$ cat src/rtl/mem_stage.sv
// MIPS memory-access stage: branch resolve, req/ack data-memory port with timeout, MEM/WB register.
// Optional misaligned-access trap enabled by defining MEM_ALIGN_CHECK_EN.
module mem_stage #(
  parameter int unsigned MAX_WAIT = 15
) (
  input  logic        clk,
  input  logic        rst,
  input  logic        valid_in,
  input  logic        Branch_in,
  input  logic        MemRead_in,
  input  logic        MemWrite_in,
  input  logic        RegWrite_in,
  input  logic        Mem2Reg_in,
  input  logic        Zero_in,
  input  logic [31:0] ALU_in,
  input  logic [31:0] Reg2_in,
  input  logic [4:0]  WriteReg_in,
  output logic        PCSrc_out,
  output logic        stall_out,
  output logic        dmem_req,
  output logic        dmem_we,
  output logic [31:0] dmem_addr,
  output logic [31:0] dmem_wdata,
  input  logic        dmem_ack,
  input  logic [31:0] dmem_rdata,
  output logic        valid_out,
  output logic        RegWrite_out,
  output logic        Mem2Reg_out,
  output logic [31:0] MemData_out,
  output logic [31:0] ALU_out,
  output logic [4:0]  WriteReg_out,
  output logic        bus_err_out,
  output logic        align_err_out,
  output logic        dbg_state_o
);

  // Handshake: dmem_req stays high from the IDLE request cycle until the cycle
  // dmem_ack is seen (or the timeout fires); addr/we/wdata follow the held inputs.
  typedef enum logic {S_IDLE = 1'b0, S_WAIT = 1'b1} state_e;

  localparam logic [7:0] LAST_WAIT = 8'(MAX_WAIT - 1);

  state_e      state_q, state_d;
  logic [7:0]  cnt_q, cnt_d;
  logic        valid_q, valid_d;
  logic        regwrite_q, regwrite_d;
  logic        mem2reg_q, mem2reg_d;
  logic [31:0] memdata_q, memdata_d;
  logic [31:0] alu_q, alu_d;
  logic [4:0]  wr_q, wr_d;
  logic        bus_err_q, bus_err_d;
  logic        align_err_q, align_err_d;

  logic mem_op;
  logic misalign;
  logic req;
  logic stall;
  logic load_instr;

  assign mem_op = valid_in & (MemRead_in | MemWrite_in);

`ifdef MEM_ALIGN_CHECK_EN
  assign misalign = mem_op & (ALU_in[1:0] != 2'b00);
`else
  assign misalign = 1'b0;
`endif

  always_comb begin
    state_d     = state_q;
    cnt_d       = cnt_q;
    req         = 1'b0;
    stall       = 1'b0;
    load_instr  = 1'b0;
    bus_err_d   = 1'b0;
    align_err_d = 1'b0;
    memdata_d   = memdata_q;
    case (state_q)
      S_IDLE: begin
        if (misalign) begin
          align_err_d = 1'b1;
        end else if (mem_op) begin
          req     = 1'b1;
          stall   = 1'b1;
          cnt_d   = 8'd0;
          state_d = S_WAIT;
        end else begin
          load_instr = 1'b1;
        end
      end
      S_WAIT: begin
        req = 1'b1;
        if (dmem_ack) begin
          load_instr = 1'b1;
          if (!MemWrite_in) memdata_d = dmem_rdata;
          state_d = S_IDLE;
        end else if (cnt_q == LAST_WAIT) begin
          // Give up: release the pipeline and drop the instruction.
          bus_err_d = 1'b1;
          cnt_d     = 8'd0;
          state_d   = S_IDLE;
        end else begin
          stall = 1'b1;
          cnt_d = cnt_q + 8'd1;
        end
      end
      default: state_d = S_IDLE;
    endcase
  end

  // Anything not loading an instruction loads a bubble; data fields hold.
  always_comb begin
    valid_d    = 1'b0;
    regwrite_d = 1'b0;
    mem2reg_d  = mem2reg_q;
    alu_d      = alu_q;
    wr_d       = wr_q;
    if (load_instr) begin
      valid_d    = valid_in;
      regwrite_d = RegWrite_in & valid_in;
      mem2reg_d  = Mem2Reg_in;
      alu_d      = ALU_in;
      wr_d       = WriteReg_in;
    end
  end

  always_ff @(posedge clk or negedge rst) begin
    if (!rst) begin
      state_q     <= S_IDLE;
      cnt_q       <= 8'd0;
      valid_q     <= 1'b0;
      regwrite_q  <= 1'b0;
      mem2reg_q   <= 1'b0;
      memdata_q   <= 32'd0;
      alu_q       <= 32'd0;
      wr_q        <= 5'd0;
      bus_err_q   <= 1'b0;
      align_err_q <= 1'b0;
    end else begin
      state_q     <= state_d;
      cnt_q       <= cnt_d;
      valid_q     <= valid_d;
      regwrite_q  <= regwrite_d;
      mem2reg_q   <= mem2reg_d;
      memdata_q   <= memdata_d;
      alu_q       <= alu_d;
      wr_q        <= wr_d;
      bus_err_q   <= bus_err_d;
      align_err_q <= align_err_d;
    end
  end

  // Gating with rst lets an abandoned request drop without waiting for a clock.
  assign dmem_req   = rst & req;
  assign dmem_we    = rst & req & MemWrite_in;
  assign stall_out  = rst & stall;
  assign dmem_addr  = ALU_in;
  assign dmem_wdata = Reg2_in;
  assign PCSrc_out  = valid_in & Branch_in & Zero_in;

  assign valid_out     = valid_q;
  assign RegWrite_out  = regwrite_q;
  assign Mem2Reg_out   = mem2reg_q;
  assign MemData_out   = memdata_q;
  assign ALU_out       = alu_q;
  assign WriteReg_out  = wr_q;
  assign bus_err_out   = bus_err_q;
  assign align_err_out = align_err_q;
  assign dbg_state_o   = state_q;

endmodule
$ cat config.mk
export PLATFORM = sky130hd
export DESIGN_NAME = mem_stage
export DESIGN_NICKNAME = d
export VERILOG_FILES = /design/src/rtl/mem_stage.sv
export SDC_FILE = /design/constraint.sdc
export NUM_CORES = 1
export LEC_CHECK = 0
export ABC_AREA = 1
export BUFFER_PORTS_ARGS = -buffer_cell sky130_fd_sc_hd__buf_2
export CORE_MARGIN = 2
export CORE_UTILIZATION = 43
export DETAILED_ROUTE_END_ITERATION = 6
export GPL_TIMING_DRIVEN = 0
export HOLD_SLACK_MARGIN = 0.06
export PLACE_DENSITY = 0.81
export REMOVE_ABC_BUFFERS = 1
export SLEW_MARGIN = 20
export SYNTH_ARGS = -nofsm -noshare
export SYNTH_HDL_FRONTEND = slang
export SYNTH_SLANG_ARGS = --single-unit
$ cat constraint.sdc
create_clock -name clk -period 1.4 [get_ports clk]
set_input_delay 0.21 -clock clk [delete_from_list [all_inputs] [get_ports clk]]
set_output_delay 0.21 -clock clk [all_outputs]
set_load 0.005 [all_outputs]
# Word level (Yosys, flattened, before mapping)
# Index checks and enable logic that the tools add are counted.
[classes]
n_addsub = 1
eq_ne = 3
muxes = 17
n_bitwise = 10
reduce_logical = 2
[ops]
columns = ["cell", "n"]
rows = [
  ["$mux 8", 3],
  ["$pmux 8 s2", 1],
  ["$mux 1", 10],
  ["$add 8x1->8 const B", 1],
  ["$eq 8x4->1 const B", 1],
  ["$and 1x1->1", 7],
  ["$pmux 1 s2", 3],
  ["$ne 2x2->1 const B", 2],
  ["$reduce_and 3->1", 1],
  ["$not 1->1", 2],
  ["$reduce_and 2->1", 1],
  ["$or 1x1->1", 1],
]
[totals]
regBits = 82
inputBits = 111
output_inout_bits = 143
elab_cells = 42

# Logic depth before layout (Yosys ltp)
[logic_depth]
ltp_word = 6
depth_mapped = 8
ltp_nobuf = 7

# Worst setup path before layout
# Ideal clock, no wire load.
[synth_timing]
kind = "flip-flop to output port"
from = "register cnt_q[0]"
to = "output port stall_out"
t_arrival_ns = 1.004
t_required_ns = 1.190
path_slack_ns = 0.186
path_stages_with_launch = 6
path_buffers = 0
cell_sequence = "dfrtp_1 -> inv_1 -> ha_1 -> nand4_1 -> nand2_1 -> a21boi_0"
[synth_between]
elab_chain_cells = 5
[synth_lines]
columns = ["element", "line_no", "text"]
rows = [
  ["start: declaration", "44", "logic [7:0] cnt_q, cnt_d;"],
  ["start signal: assignment", "140", "cnt_q <= cnt_d;"],
  ["$eq 8x4->1", "96", "end else if (cnt_q == LAST_WAIT) begin"],
  ["$mux 1", "96", ""],
  ["$mux 1", "92", "if (dmem_ack) begin"],
  ["$pmux 1 s2", "77", "case (state_q)"],
  ["$and 1x1->1", "155", "assign stall_out = rst & stall;"],
  ["end: declaration", "19", "output logic stall_out,"],
]
# No other way between the ends.

# Worst setup path in the final report
[layout_timing]
from = "register state_q (netlist: dbg_state_o)"
to = "register memdata_q[28] (netlist: MemData_out[28])"
[layout_between]
elab_chain_cells = 1
[layout_lines]
columns = ["element", "line_no", "text"]
rows = [
  ["start: declaration", "43", "state_e state_q, state_d;"],
  ["start signal: assignment", "139", "state_q <= state_d;"],
  ["$reduce_and 3->1 (no source line)", "-", ""],
  ["end signal: assignment", "144", "memdata_q <= memdata_d;"],
  ["end: declaration", "48", "logic [31:0] memdata_q, memdata_d;"],
]
# No other way between the ends.
# A chain may end at the register's enable or synchronous reset.

==> flow_summary.yaml <==
cts:
  cts.reportedPaths.clkPinSlew_ns: 0.09
  cts_buffers: 9
  root_buffer: "clkbuf_8"
  cts_sinks: 82
  cts-htree-levels: 3
  hold_buffers: 9
  cts_tree: "built"
  clk_latency_ns: 0.34
  clock_path_buffers: 2
floorplanning:
  start_util_pct: 44.66
  ios: 254
  die_w_um: 99.63
  num_rows: 34
  die_area_um2: 9926
  die_h_um: 99.63
  core_area_um2: 8806
detailed_routing:
  drt-initial-drc-count: 135
  wl_um: 11950
  wl_per_cell_um: 18.25
  num_vias: 3133
  drc: 0
  vias_per_cell: 4.783
  drt-pass1-iter-count: 4
  postRouteAntennaNets: 0
pwr:
  irDropWorstVdd_mv: 0.6497
  total_power_mw: 7.118
  p_leak_nw: 2.890
  power.density_nw_per_um2: 1401
critical_path:
  critPathBufInv: 0
  rr_startpoint: "dbg_state_o$_DFF_PN0_"
  rr_endpoint: "MemData_out[28]$_DFFE_PN0P_"
  cp-start-kind: "register"
  reg2reg_depth: 2
  crit_chain: "nand3_2 > mux2_4"
  arrival_ns: 1.79
  slowest_delay_ns: 0.50
  cp-end-kind: "register"
  reg2reg_slack_ns: -0.18
  crit_path_max_fanout: 16
  crit_required_ns: 1.62
  path_class: "register to register"
  crit_family: "simple AND/OR/NAND/NOR gates"
  timing.critical_path.slowest_stage_cell: "nand3_2"
global_route:
  met2_usage_pct: 36.23
  antenna_found_initial: 0
  grt.met1_usage_pct: 24.82
  grt_usage_pct: 21.80
  first_global_vias: 2983
  met3_usage_pct: 9.979
  grt_overflow: 0
  grt_pass1_wl_um: 16260
  grt_max_degree: 46
  grt-busiest-layer: "met2"
cells_and_area:
  final_area_um2: 5082
  final_core_util_pct: 57.72
  drive_gt1_share_pct: 50.64
  antennaDiodeCount: 0
  area_growth_pct: 29.24
  nNetsFinal: 655
  nFillCells: 764
place:
  placed_cell_area_um2: 4434
  pre_cts_ws_ns: -0.6323
  io_buffers: 188
  dp_hpwl_um: 8188
  routabilityCongestion: 0.8595
job:
  cap_violations: 0
logic_synthesis:
  ys_seq_area_share_pct: 52.18
  synth_cell_types: 21
  yosysWarnings: 0
  syn_area_per_cell_um2: 10.19
  netlist_instances: 386
  synth.cell_area_um2: 3933
  ys_ff_latch: 82
timing:
  drv_slew: 0
  setup_violations: 18
  fin_ws_ns: -0.1775
  max_freq_mhz: 633.9
  hold_slack_ns: -0.2283
  skew_ns: 0.009430
  tightest_slew_ns: 0.6077
  min_period_over_period_pct: 112.7
  slew_headroom_pct: 59.44
  fin_crit_ns: 1.578
  rsz0062_at_grt: "yes"
  finalHoldViolCount: 40
  fin_setup_tns_ns: -2.832
status:
  outcome: "complete, but fails checks"
  violations: "negative hold slack, negative setup slack"
hold_path:
  hp-class: "input port to asynchronous set/reset pin"
## kinds of logic after synthesis
family                     after synthesis  share of synthesized area [%]
xor gates and xnor gates                 2                         0.4455
muxes                                   32                          12.03
adders and majority gates                2                         0.6362
DFF                                     82                          52.18
other                                    1                        0.09536
and+or+nand+nor                        172                          17.31
buffers and inverters                   89                          16.48
AOI/OAI and AO/OA                        6                         0.8272
## placed cells by master (no fill, tap or decap), types with 3 or more instances in the layout
cell,count
buf_2,187
nand2_1,142
dfrtp_1,81
mux2_4,30
buf_4,13
nor2_1,11
clkbuf_8,10
inv_1,9
dlygate4sd3_1,9
nand2_2,6
nand3_1,4
buf_12,4
inv_8,3
## final cells by class
| cell class | count | area, um^2 | share of cell area [%] |
|---|---|---|---|
| sequential | 82 | 2053 | 40.40 |
| inverter | 13 | 80.08 | 1.576 |
| timing repair buffer | 215 | 1230 | 24.20 |
| multi-input combinational | 218 | 1330 | 26.17 |
| timing repair inverter | 3 | 33.78 | 0.6647 |
| tap | 108 | 135.1 | 2.659 |
| clock inverter | 4 | 75.07 | 1.477 |
| clock buffer | 12 | 145.1 | 2.856 |
## what timing repair did
item,in CTS,in global routing
buffers inserted,11,9
pin swaps,6,5
endpoints found under the hold margin,49,40
cloned,1,5
resized for setup,15,16
endpoints found under the setup margin,80,65
## worst max-delay path by stage
stage	startpoint	end	slack [ns]	cells past startpoint
floorplan	dbg_state_o$_DFF_PN0_	MemData_out[0]$_DFFE_PN0P_	-0.37	2
global placement	rst	dmem_we	-0.86	4
detailed placement	dbg_state_o$_DFF_PN0_	MemData_out[22]$_DFFE_PN0P_	-0.63	2
CTS	cnt_q[1]$_DFFE_PN0P_	stall_out	-0.17	5
global route	cnt_q[1]$_DFFE_PN0P_	stall_out	-0.23	5
finish	dbg_state_o$_DFF_PN0_	MemData_out[28]$_DFFE_PN0P_	-0.18	2
## through the flow
stage	instances	hold WS (ns)
global route	655	-0.2288
detailed placement	607	0.2263
global placement	606	0.4049
floorplan	310	-0.08559
finish	655	-0.2283
CTS	644	-0.2334
## per-layer routing
| metal | vias to the layer above | part of all wire [%] |
|---|---|---|
| li1 | 1449 | - |
| met1 | 1529 | 39 |
| met2 | 136 | 49 |
| met3 | 17 | 10 |
| met4 | 2 | 1.7 |
| met5 | - | 0.70 |
## power by group
part / switching, mW / internal, mW
Clock: 0.818 / 1.06
Combinational: 0.933 / 1.13
Sequential: 0.302 / 2.88
Total: 2.05 / 5.06
## Yosys cell counts
cell	count	area share [%]
inv_2	2	0.19
mux2_2	2	0.57
nand2_1	148	14
inv_4	1	0.16
nor2_2	1	0.16
nand3_1	4	0.51
inv_1	10	0.95
dfrtp_1	82	52
mux2_4	30	11
nand4_1	2	0.32
nor2_1	13	1.2
and3_1	1	0.16
o21ai_0	5	0.64
ha_1	2	0.64
buf_4	69	13
xor2_1	2	0.45
a21boi_0	1	0.19
conb_1	1	0.095
buf_6	7	2.0
nand3_2	2	0.51
nand2_4	1	0.29
## state kept, by name (all words and copies together) (netlist names)
name	count
MemData_out	32
WriteReg_out	5
cnt_q	8
Mem2Reg_out	1
RegWrite_out	1
valid_out	1
bus_err_out	1
ALU_out	32
dbg_state_o	1
Power figures use the tool's default switching activity.
